<file path="config.mk">
export PLATFORM = sky130hd
export DESIGN_NAME = alu_operand_stage
export DESIGN_NICKNAME = d
export VERILOG_FILES = /design/src/rtl/alu_operand_stage_pkg.sv /design/src/rtl/alu_operand_skid.sv /design/src/rtl/alu_operand_stage.sv
export SDC_FILE = /design/constraint.sdc
export NUM_CORES = 1
export LEC_CHECK = 0
export CORE_ASPECT_RATIO = 1.75
export CORE_MARGIN = 5
export CORE_UTILIZATION = 45
export DETAILED_ROUTE_END_ITERATION = 8
export GPL_ROUTABILITY_DRIVEN = 0
export PLACE_DENSITY = 0.93
export SYNTH_ARGS = -nofsm -noshare
export SYNTH_HDL_FRONTEND = slang
export SYNTH_SLANG_ARGS = --single-unit
</file>
<file path="constraint.sdc">
create_clock -name clk -period 2.07 [get_ports clk]
set_input_delay 0.3105 -clock clk [delete_from_list [all_inputs] [get_ports clk]]
set_output_delay 0.3105 -clock clk [all_outputs]
set_load 0.01 [all_outputs]
</file>
<file path="src/rtl/alu_operand_stage_pkg.sv">
//============================================================================
// alu_operand_stage_pkg : shared ALU command codes and operand entry record
// Revision: 1.0
//============================================================================
`default_nettype none

package alu_operand_stage_pkg;

    localparam int CBITS       = 4;
    localparam int ENTRY_BITS  = 32;
    localparam int ENTRY_RBITS = 4;

    typedef enum logic [CBITS-1:0] {
        CMD_ADD  = 4'd0,
        CMD_SUB  = 4'd1,
        CMD_LT   = 4'd2,
        CMD_LE   = 4'd3,
        CMD_AND  = 4'd4,
        CMD_OR   = 4'd5,
        CMD_XOR  = 4'd6,
        CMD_NAND = 4'd7,
        CMD_NOR  = 4'd8,
        CMD_NXOR = 4'd9
    } alu_cmd_e;

    typedef struct packed {
        logic [CBITS-1:0]       ctl;
        logic [ENTRY_RBITS-1:0] rd;
        logic [ENTRY_RBITS-1:0] rs1;
        logic [ENTRY_RBITS-1:0] rs2;
        logic                   useimm;
        logic [ENTRY_BITS-1:0]  a;
        logic [ENTRY_BITS-1:0]  b;
    } entry_t;

endpackage

`default_nettype wire

</file>
<file path="src/rtl/alu_operand_skid.sv">
//============================================================================
// alu_operand_skid : two-entry valid/ready skid buffer with held-entry update
// Revision: 1.0
//============================================================================
`default_nettype none

import alu_operand_stage_pkg::*;

module alu_operand_skid #(
    parameter int W = 8
) (
    input  logic         clk,
    input  logic         reset_n,
    input  logic         i_in_valid,
    output logic         o_in_ready,
    input  logic [W-1:0] i_in_data,
    output logic         o_out_valid,
    input  logic         i_out_ready,
    output logic [W-1:0] o_main,
    output logic [W-1:0] o_skid,
    input  logic [W-1:0] i_main_upd,
    input  logic [W-1:0] i_skid_upd
);

    logic         r_main_vld;
    logic         r_skid_vld;
    logic         r_in_ready;
    logic [W-1:0] r_main;
    logic [W-1:0] r_skid;

    logic w_in_acc;
    logic w_out_acc;
    logic w_main_free;
    logic w_main_vld_nxt;
    logic w_skid_vld_nxt;

    assign w_in_acc    = i_in_valid & r_in_ready;
    assign w_out_acc   = r_main_vld & i_out_ready;
    assign w_main_free = ~r_main_vld | w_out_acc;

    // r_in_ready mirrors the next skid state, so the skid never holds while ready is high.
    assign w_main_vld_nxt = w_main_free ? (r_skid_vld | w_in_acc) : 1'b1;
    assign w_skid_vld_nxt = w_main_free ? 1'b0 : (r_skid_vld | w_in_acc);

    always_ff @(posedge clk or negedge reset_n) begin
        if (!reset_n) begin
            r_main_vld <= 1'b0;
            r_skid_vld <= 1'b0;
            r_in_ready <= 1'b1;
            r_main     <= '0;
            r_skid     <= '0;
        end else begin
            r_main_vld <= w_main_vld_nxt;
            r_skid_vld <= w_skid_vld_nxt;
            r_in_ready <= ~w_skid_vld_nxt;
            if (w_main_free) begin
                if (r_skid_vld) begin
                    r_main <= i_skid_upd;
                end else if (w_in_acc) begin
                    r_main <= i_in_data;
                end
            end else begin
                r_main <= i_main_upd;
                if (w_in_acc) begin
                    r_skid <= i_in_data;
                end else if (r_skid_vld) begin
                    r_skid <= i_skid_upd;
                end
            end
        end
    end

    assign o_in_ready  = r_in_ready;
    assign o_out_valid = r_main_vld;
    assign o_main      = r_main;
    assign o_skid      = r_skid;

endmodule

`default_nettype wire

</file>
<file path="src/rtl/alu_operand_stage.sv">
//============================================================================
// alu_operand_stage : resolves ALU operands and registers them through a skid
// buffer. Optional forwarding: define ALU_OPERAND_FWD_EN.  Revision: 1.0
//============================================================================
`default_nettype none

import alu_operand_stage_pkg::*;

module alu_operand_stage #(
    parameter int BITS  = ENTRY_BITS,
    parameter int CBITS = alu_operand_stage_pkg::CBITS,
    parameter int RBITS = ENTRY_RBITS
) (
    input  logic             clk,
    input  logic             reset_n,
    input  logic             in_valid,
    output logic             in_ready,
    input  logic [CBITS-1:0] in_ctl,
    input  logic [RBITS-1:0] in_rs1,
    input  logic [RBITS-1:0] in_rs2,
    input  logic [RBITS-1:0] in_rd,
    input  logic [BITS-1:0]  in_rf1,
    input  logic [BITS-1:0]  in_rf2,
    input  logic [BITS-1:0]  in_imm,
    input  logic             in_useimm,
    input  logic             ex_we,
    input  logic [RBITS-1:0] ex_rd,
    input  logic [BITS-1:0]  ex_data,
    input  logic             wb_we,
    input  logic [RBITS-1:0] wb_rd,
    input  logic [BITS-1:0]  wb_data,
    output logic             out_valid,
    input  logic             out_ready,
    output logic [BITS-1:0]  a,
    output logic [BITS-1:0]  b,
    output logic [CBITS-1:0] ctl,
    output logic [RBITS-1:0] rd
);

    typedef struct packed {
        logic [CBITS-1:0] ctl;
        logic [RBITS-1:0] rd;
        logic [RBITS-1:0] rs1;
        logic [RBITS-1:0] rs2;
        logic             useimm;
        logic [BITS-1:0]  a;
        logic [BITS-1:0]  b;
    } stage_entry_t;

    localparam int C_EW = $bits(stage_entry_t);

    stage_entry_t w_new;
    stage_entry_t w_main;
    stage_entry_t w_skid;
    stage_entry_t w_main_upd;
    stage_entry_t w_skid_upd;
    logic         w_unused;

    always_comb begin
        w_new        = '0;
        w_new.ctl    = in_ctl;
        w_new.rd     = in_rd;
        w_new.useimm = in_useimm;
`ifdef ALU_OPERAND_FWD_EN
        w_new.rs1 = in_rs1;
        // An immediate B carries no tag, so held re-resolve can never touch it.
        w_new.rs2 = in_useimm ? '0 : in_rs2;
        if (in_rs1 == '0)
            w_new.a = '0;
        else if (ex_we && (ex_rd == in_rs1))
            w_new.a = ex_data;
        else if (wb_we && (wb_rd == in_rs1))
            w_new.a = wb_data;
        else
            w_new.a = in_rf1;
        if (in_useimm)
            w_new.b = in_imm;
        else if (in_rs2 == '0)
            w_new.b = '0;
        else if (ex_we && (ex_rd == in_rs2))
            w_new.b = ex_data;
        else if (wb_we && (wb_rd == in_rs2))
            w_new.b = wb_data;
        else
            w_new.b = in_rf2;
`else
        w_new.a = (in_rs1 == '0) ? '0 : in_rf1;
        w_new.b = in_useimm ? in_imm : ((in_rs2 == '0) ? '0 : in_rf2);
`endif
    end

`ifdef ALU_OPERAND_FWD_EN
    always_comb begin
        w_main_upd = w_main;
        w_skid_upd = w_skid;
        if (wb_we && (w_main.rs1 != '0) && (wb_rd == w_main.rs1)) w_main_upd.a = wb_data;
        if (wb_we && (w_main.rs2 != '0) && (wb_rd == w_main.rs2)) w_main_upd.b = wb_data;
        if (wb_we && (w_skid.rs1 != '0) && (wb_rd == w_skid.rs1)) w_skid_upd.a = wb_data;
        if (wb_we && (w_skid.rs2 != '0) && (wb_rd == w_skid.rs2)) w_skid_upd.b = wb_data;
    end

    assign w_unused = w_main.useimm ^ w_skid.useimm;
`else
    assign w_main_upd = w_main;
    assign w_skid_upd = w_skid;
    assign w_unused   = ^{ex_we, ex_rd, ex_data, wb_we, wb_rd, wb_data,
                          w_main.rs1, w_main.rs2, w_main.useimm};
`endif

    alu_operand_skid #(
        .W (C_EW)
    ) u_skid (
        .clk         (clk),
        .reset_n     (reset_n),
        .i_in_valid  (in_valid),
        .o_in_ready  (in_ready),
        .i_in_data   (w_new),
        .o_out_valid (out_valid),
        .i_out_ready (out_ready),
        .o_main      (w_main),
        .o_skid      (w_skid),
        .i_main_upd  (w_main_upd),
        .i_skid_upd  (w_skid_upd)
    );

    assign a   = w_main.a;
    assign b   = w_main.b;
    assign ctl = w_main.ctl;
    assign rd  = w_main.rd;

endmodule

`default_nettype wire

</file>
After elaboration in Yosys (flattened, before gate mapping)
Index checks and enable logic that the tools add are counted.
{"block": "word_totals", "register_bits": 157, "out_inout_bits": 74, "elab_cells": 24}
{"block": "op_classes", "mux": 7, "bitwise_logic": 7, "n_reduce_logical": 5}
{"cell": "$mux 81", "count": 2}
{"cell": "$mux 32", "count": 3}
{"cell": "$logic_not 4->1", "count": 2}
{"cell": "$reduce_and 2->1", "count": 2}
{"cell": "$not 1->1", "count": 3}
{"cell": "$and 1x1->1", "count": 2}
{"cell": "$mux 1", "count": 2}
{"cell": "$or 1x1->1", "count": 2}
{"cell": "$reduce_bool 2->1", "count": 1}

Depth between registers and ports, before layout
{"block": "logic_depth", "ltp_word": 5, "ltp_mapped": 5, "ltp_nobuf": 3}

Modules after synthesis
From an unflattened synthesis, not the netlist that was laid out.
{"block": "hier_totals", "cells_unflattened": 1062, "hier_area_um2": 8901.0}
{"module": "alu_operand_skid", "n_inst": 1, "cells_each": 918, "area_each_um2": 8074.0, "seq_area_each_um2": 4130.2}
{"module": "alu_operand_stage", "n_inst": 1, "cells_each": 144, "area_each_um2": 827.0, "seq_area_each_um2": 0.0}

Worst setup path before layout
Ideal clock, no wire load.
{"block": "synth_path", "kind": "input port to flip-flop", "start": "in in_rs2[1]", "end": "reg u_skid.r_main[10] (netlist: u_skid.o_main[10])", "setup_ns": 0.135, "arrival_ns": 1.397, "path_slack_ns": 0.538, "path_stages": 5, "cell_sequence": "or4_4 > buf_6 > buf_6 > a221oi_2 > o31ai_1"}
{"block": "synth_between", "elab_chain_cells": 5}
{"item": "from (decl)", "line_no": "alu_operand_stage.sv:20", "rtl": "input logic [RBITS-1:0] in_rs2,"}
{"item": "$logic_not 4->1", "line_no": "alu_operand_stage.sv:88", "rtl": "w_new.b = in_useimm ? in_imm : ((in_rs2 == '0) ? '0 : in_rf2);"}
{"item": "$mux 32 (2 in series)", "line_no": "alu_operand_stage.sv:88"}
{"item": "$mux 81", "line_no": "alu_operand_skid.sv:59", "rtl": "end else if (w_in_acc) begin"}
{"item": "$mux 81", "line_no": "alu_operand_skid.sv:57", "rtl": "if (r_skid_vld) begin"}
{"item": "to (signal assigned)", "line_no": "alu_operand_skid.sv:58", "rtl": "r_main <= i_skid_upd;"}
{"item": "to (signal assigned)", "line_no": "alu_operand_skid.sv:60", "rtl": "r_main <= i_in_data;"}
{"item": "to (signal assigned)", "line_no": "alu_operand_skid.sv:63", "rtl": "r_main <= i_main_upd;"}
{"item": "to (decl)", "line_no": "alu_operand_skid.sv:28", "rtl": "logic [W-1:0] r_main;"}
No other way between the ends. The select of a mux whose other input is x is not followed.
A chain may end at the register's enable or synchronous reset.

Worst setup path in the final report
{"block": "layout_path", "start": "reg u_skid.r_in_ready (netlist: u_skid.o_in_ready)", "end": "out in_ready"}
{"item": "from (decl)", "line_no": "alu_operand_skid.sv:27", "rtl": "logic r_in_ready;"}
{"item": "from (signal assigned)", "line_no": "alu_operand_skid.sv:55", "rtl": "r_in_ready <= ~w_skid_vld_nxt;"}
{"item": "to (decl)", "line_no": "alu_operand_stage.sv:17", "rtl": "output logic in_ready,"}
No word-level cell between the ends.

==> impl_metrics.ini <==
[critical_path]
critical-path-slowest-cell = sky130_fd_sc_hd__dfstp_2
critical_path.max_stage_delay_ps = 570
cells_along_the_critical_path = clkdlybuf4s50_1
start_kind = register
rr_startpoint = u_skid.o_in_ready
critical_path.top_delay_family = flip-flops
cp.buffers_inverters = 1
worst-setup-path-type = reg2out
arrival_ps = 1540
crit_path_max_fanout = 4
element_type_at_the_critical_path_end = primary output
crit_required_ps = 1760
crit_start = u_skid.o_in_ready

[pwr]
clkPwrFrac_pct = 32.1
power_density_mw_per_mm2 = 1020
power_frac_seq_pct = 39.9
worst_ir_drop_vdd_mv = 0.493
power_switching_uw = 3040
switching_share_pct = 29.6
comb_power_share_pct = 28.0
internal_power_uw = 7210
power.leakage_uw = 0.00412

[detailed_routing]
drt_first_iter_violations = 274
num_vias = 6344
route.detailed.drc = 0
wirelength_mm = 19.6
first_pass_iters = 4
avgViaCountPerCell = 5.73
detail-route-antenna-nets = 0
routedWlPerCell_um = 17.7

[placed_design]
buffer_ports.inserted = 190
minimum_setup_slack_after_placement_ps = 12.8
detailedPlacementHpwl_mm = 13.5

[clocking]
cts_made_buffers = 17
cts_num_sinks = 147
htree_num_levels = 4
root_buffer = sky130_fd_sc_hd__clkbuf_16
tritoncts = done
clock_latency_ps = 410
cts.reportedPaths.clkPinSlew_ps = 60
clock_path_buffers = 2

[grt]
grt_start_max_net_pins = 96
antenna_found_initial = 0
global_route_wire_length_before_repair_mm = 31.3
grtUsageTotal_pct = 20.7
grt_overflow = 0
grt_pass1_vias = 6317

[synthesis]
synthDominantCellAreaShare_pct = 50.5
yosys_warnings = 0
synthArstFlopShare_pct = 100
synth.net_count = 938
synth_seq_area_share_pct = 50.9
synth_top_cells_by_area = sky130_fd_sc_hd__dfrtp_1 (51%), sky130_fd_sc_hd__o21ai_0 (7.8%), sky130_fd_sc_hd__nand2_1 (6.8%)
synth-edff-count = 0
synth_flop_cell = sky130_fd_sc_hd__dfrtp_1
syn-instance-count = 747
postSynthRegisterBits = 147
yosysTopAreaCell = sky130_fd_sc_hd__dfrtp_1
syn-cell-area_mm2 = 0.00723
count_of_cell_types_in_the_netlist = 25
synthesis.area_per_instance_um2 = 9.68

[final_layout]
antennaDiodeCount = 0
fillerInstances = 1243
mostFrequentLayoutCell = sky130_fd_sc_hd__clkdlybuf4s50_1
drive_gt1_share_pct = 10.9
total_nets_final = 1097
syn_to_final_growth_pct = 38.5
mostFrequentLayoutCells = sky130_fd_sc_hd__clkdlybuf4s50_1 (188), sky130_fd_sc_hd__dfrtp_1 (145), sky130_fd_sc_hd__nand2_1 (131), sky130_fd_sc_hd__o21ai_0 (112), sky130_fd_sc_hd__nor2b_1 (64)

[floorplanning]
ios = 265
floorplan.die.width_um = 106
total_die_area_mm2 = 0.0188
initial_core_util_pct = 45.5
die_height_um = 178
core_mm2 = 0.0159
rows = 61

[sta]
skew_ps = 11.9
setup_total_negative_slack_ps = 0
number_of_endpoints_with_negative_hold_slack_in_the_final_report = 0
final_critical_path_setup_slack_ps = 215
worstMarginPinSlew_ps = 524
max_freq_ghz = 0.539
final_setup_violations = 0
grt_setup_unrepaired = no
report.final.slew_viol_count = 0
fin_crit_sh_pct = 89.6
maxSlewHeadroom_pct = 65.1
fin_crit_ps = 1860
holdWs_ps = 333

[worst_hold_path]
hold_class = in2reg
hold_path_startpoint = in_useimm

[status]
status = finished clean

[run]
drv.max_cap_violation_count = 0
area by class of cell:
class,count,area [um^2],share of cell area (%)
clock buffer,18,429,4.29
clock inverter,13,198,1.97
inverter,1,3.75,0.0375
multi-input combinational,523,3240,32.3
sequential,147,3680,36.8
tap,189,236,2.36
timing repair buffer,216,2220,22.2
cells by family after synthesis:
kind of cell / count (synthesis) / synth area share [%]
buffers and inverters: 77 / 4.60
and+or+nand+nor: 233 / 16.3
muxes: 16 / 2.35
AOI/OAI and AO/OA: 274 / 25.9
DFF: 147 / 50.9
metrics by stage:
step | instance area, um^2 | std cells | total power [uW] | util, %
floorplan | 7230 | 747 | 5400 | -
global placement | 9380 | 1075 | 6900 | 59.1
detailed placement | 9380 | 1075 | 7030 | 59.1
CTS | 10000 | 1107 | 10400 | 63.1
global route | 10000 | 1107 | 10800 | 63.1
finish | 10000 | 1107 | 10300 | 63.1
timing repair:
| action | in CTS | in global routing |
|---|---|---|
| resized for setup | 0 | 0 |
| hold buffers | 1 | 0 |
| setup buffers | 0 | 0 |
| hold endpoints to repair | 50 | 0 |
sequential cells by signal, indices dropped and copies added (netlist names):
register,cells
u_skid.r_skid_vld,1
u_skid.o_main,72
u_skid.o_out_valid,1
u_skid.o_in_ready,1
u_skid.o_skid,72
synthesized netlist by cell type, types with 5 or more instances:
library cell               instances
sky130_fd_sc_hd__mux2_2            8
sky130_fd_sc_hd__a22oi_1          32
sky130_fd_sc_hd__o21ai_0         112
sky130_fd_sc_hd__dfrtp_1         146
sky130_fd_sc_hd__nor2b_1          65
sky130_fd_sc_hd__clkbuf_1         56
sky130_fd_sc_hd__nand2_1         131
sky130_fd_sc_hd__o31ai_1          32
sky130_fd_sc_hd__nand3b_1         32
sky130_fd_sc_hd__a21oi_1          33
sky130_fd_sc_hd__mux2i_1           8
sky130_fd_sc_hd__a221oi_2         28
sky130_fd_sc_hd__buf_1             5
sky130_fd_sc_hd__buf_2            11
sky130_fd_sc_hd__a31oi_1          32
path summary, 6_finish.rpt:
path / end / slack [ps] / cells after the start
max reg2reg: u_skid.o_skid[24] / 300 / 4
max: in_ready / 210 / 1
min reg2reg: u_skid.o_skid[29] / 480 / 2
min: u_skid.o_skid[13] / 330 / 4
max in group asynchronous: u_skid.o_main[22] / 950 / 3
min in group asynchronous: u_skid.o_main[51] / 420 / 2
layer usage:
metal / GRT usage [%] / wire length, um / vias to the layer above
li1: - / - / 3007
met1: 24.3 / 7700 / 3089
met2: 35.8 / 10200 / 193
met3: 3.35 / 871 / 55
met4: 11.6 / 802 / 0
met5: 0 / 0 / -
power by group through the flow:
stage	sequential [uW]	clock [uW]	combinational, uW
floorplan	4240	0	1160
global placement	4090	0	2810
detailed placement	4130	0	2900
CTS	4090	3350	2910
global route	4180	3480	3140
finish	4090	3290	2870
(Power assumes the default switching activity.)
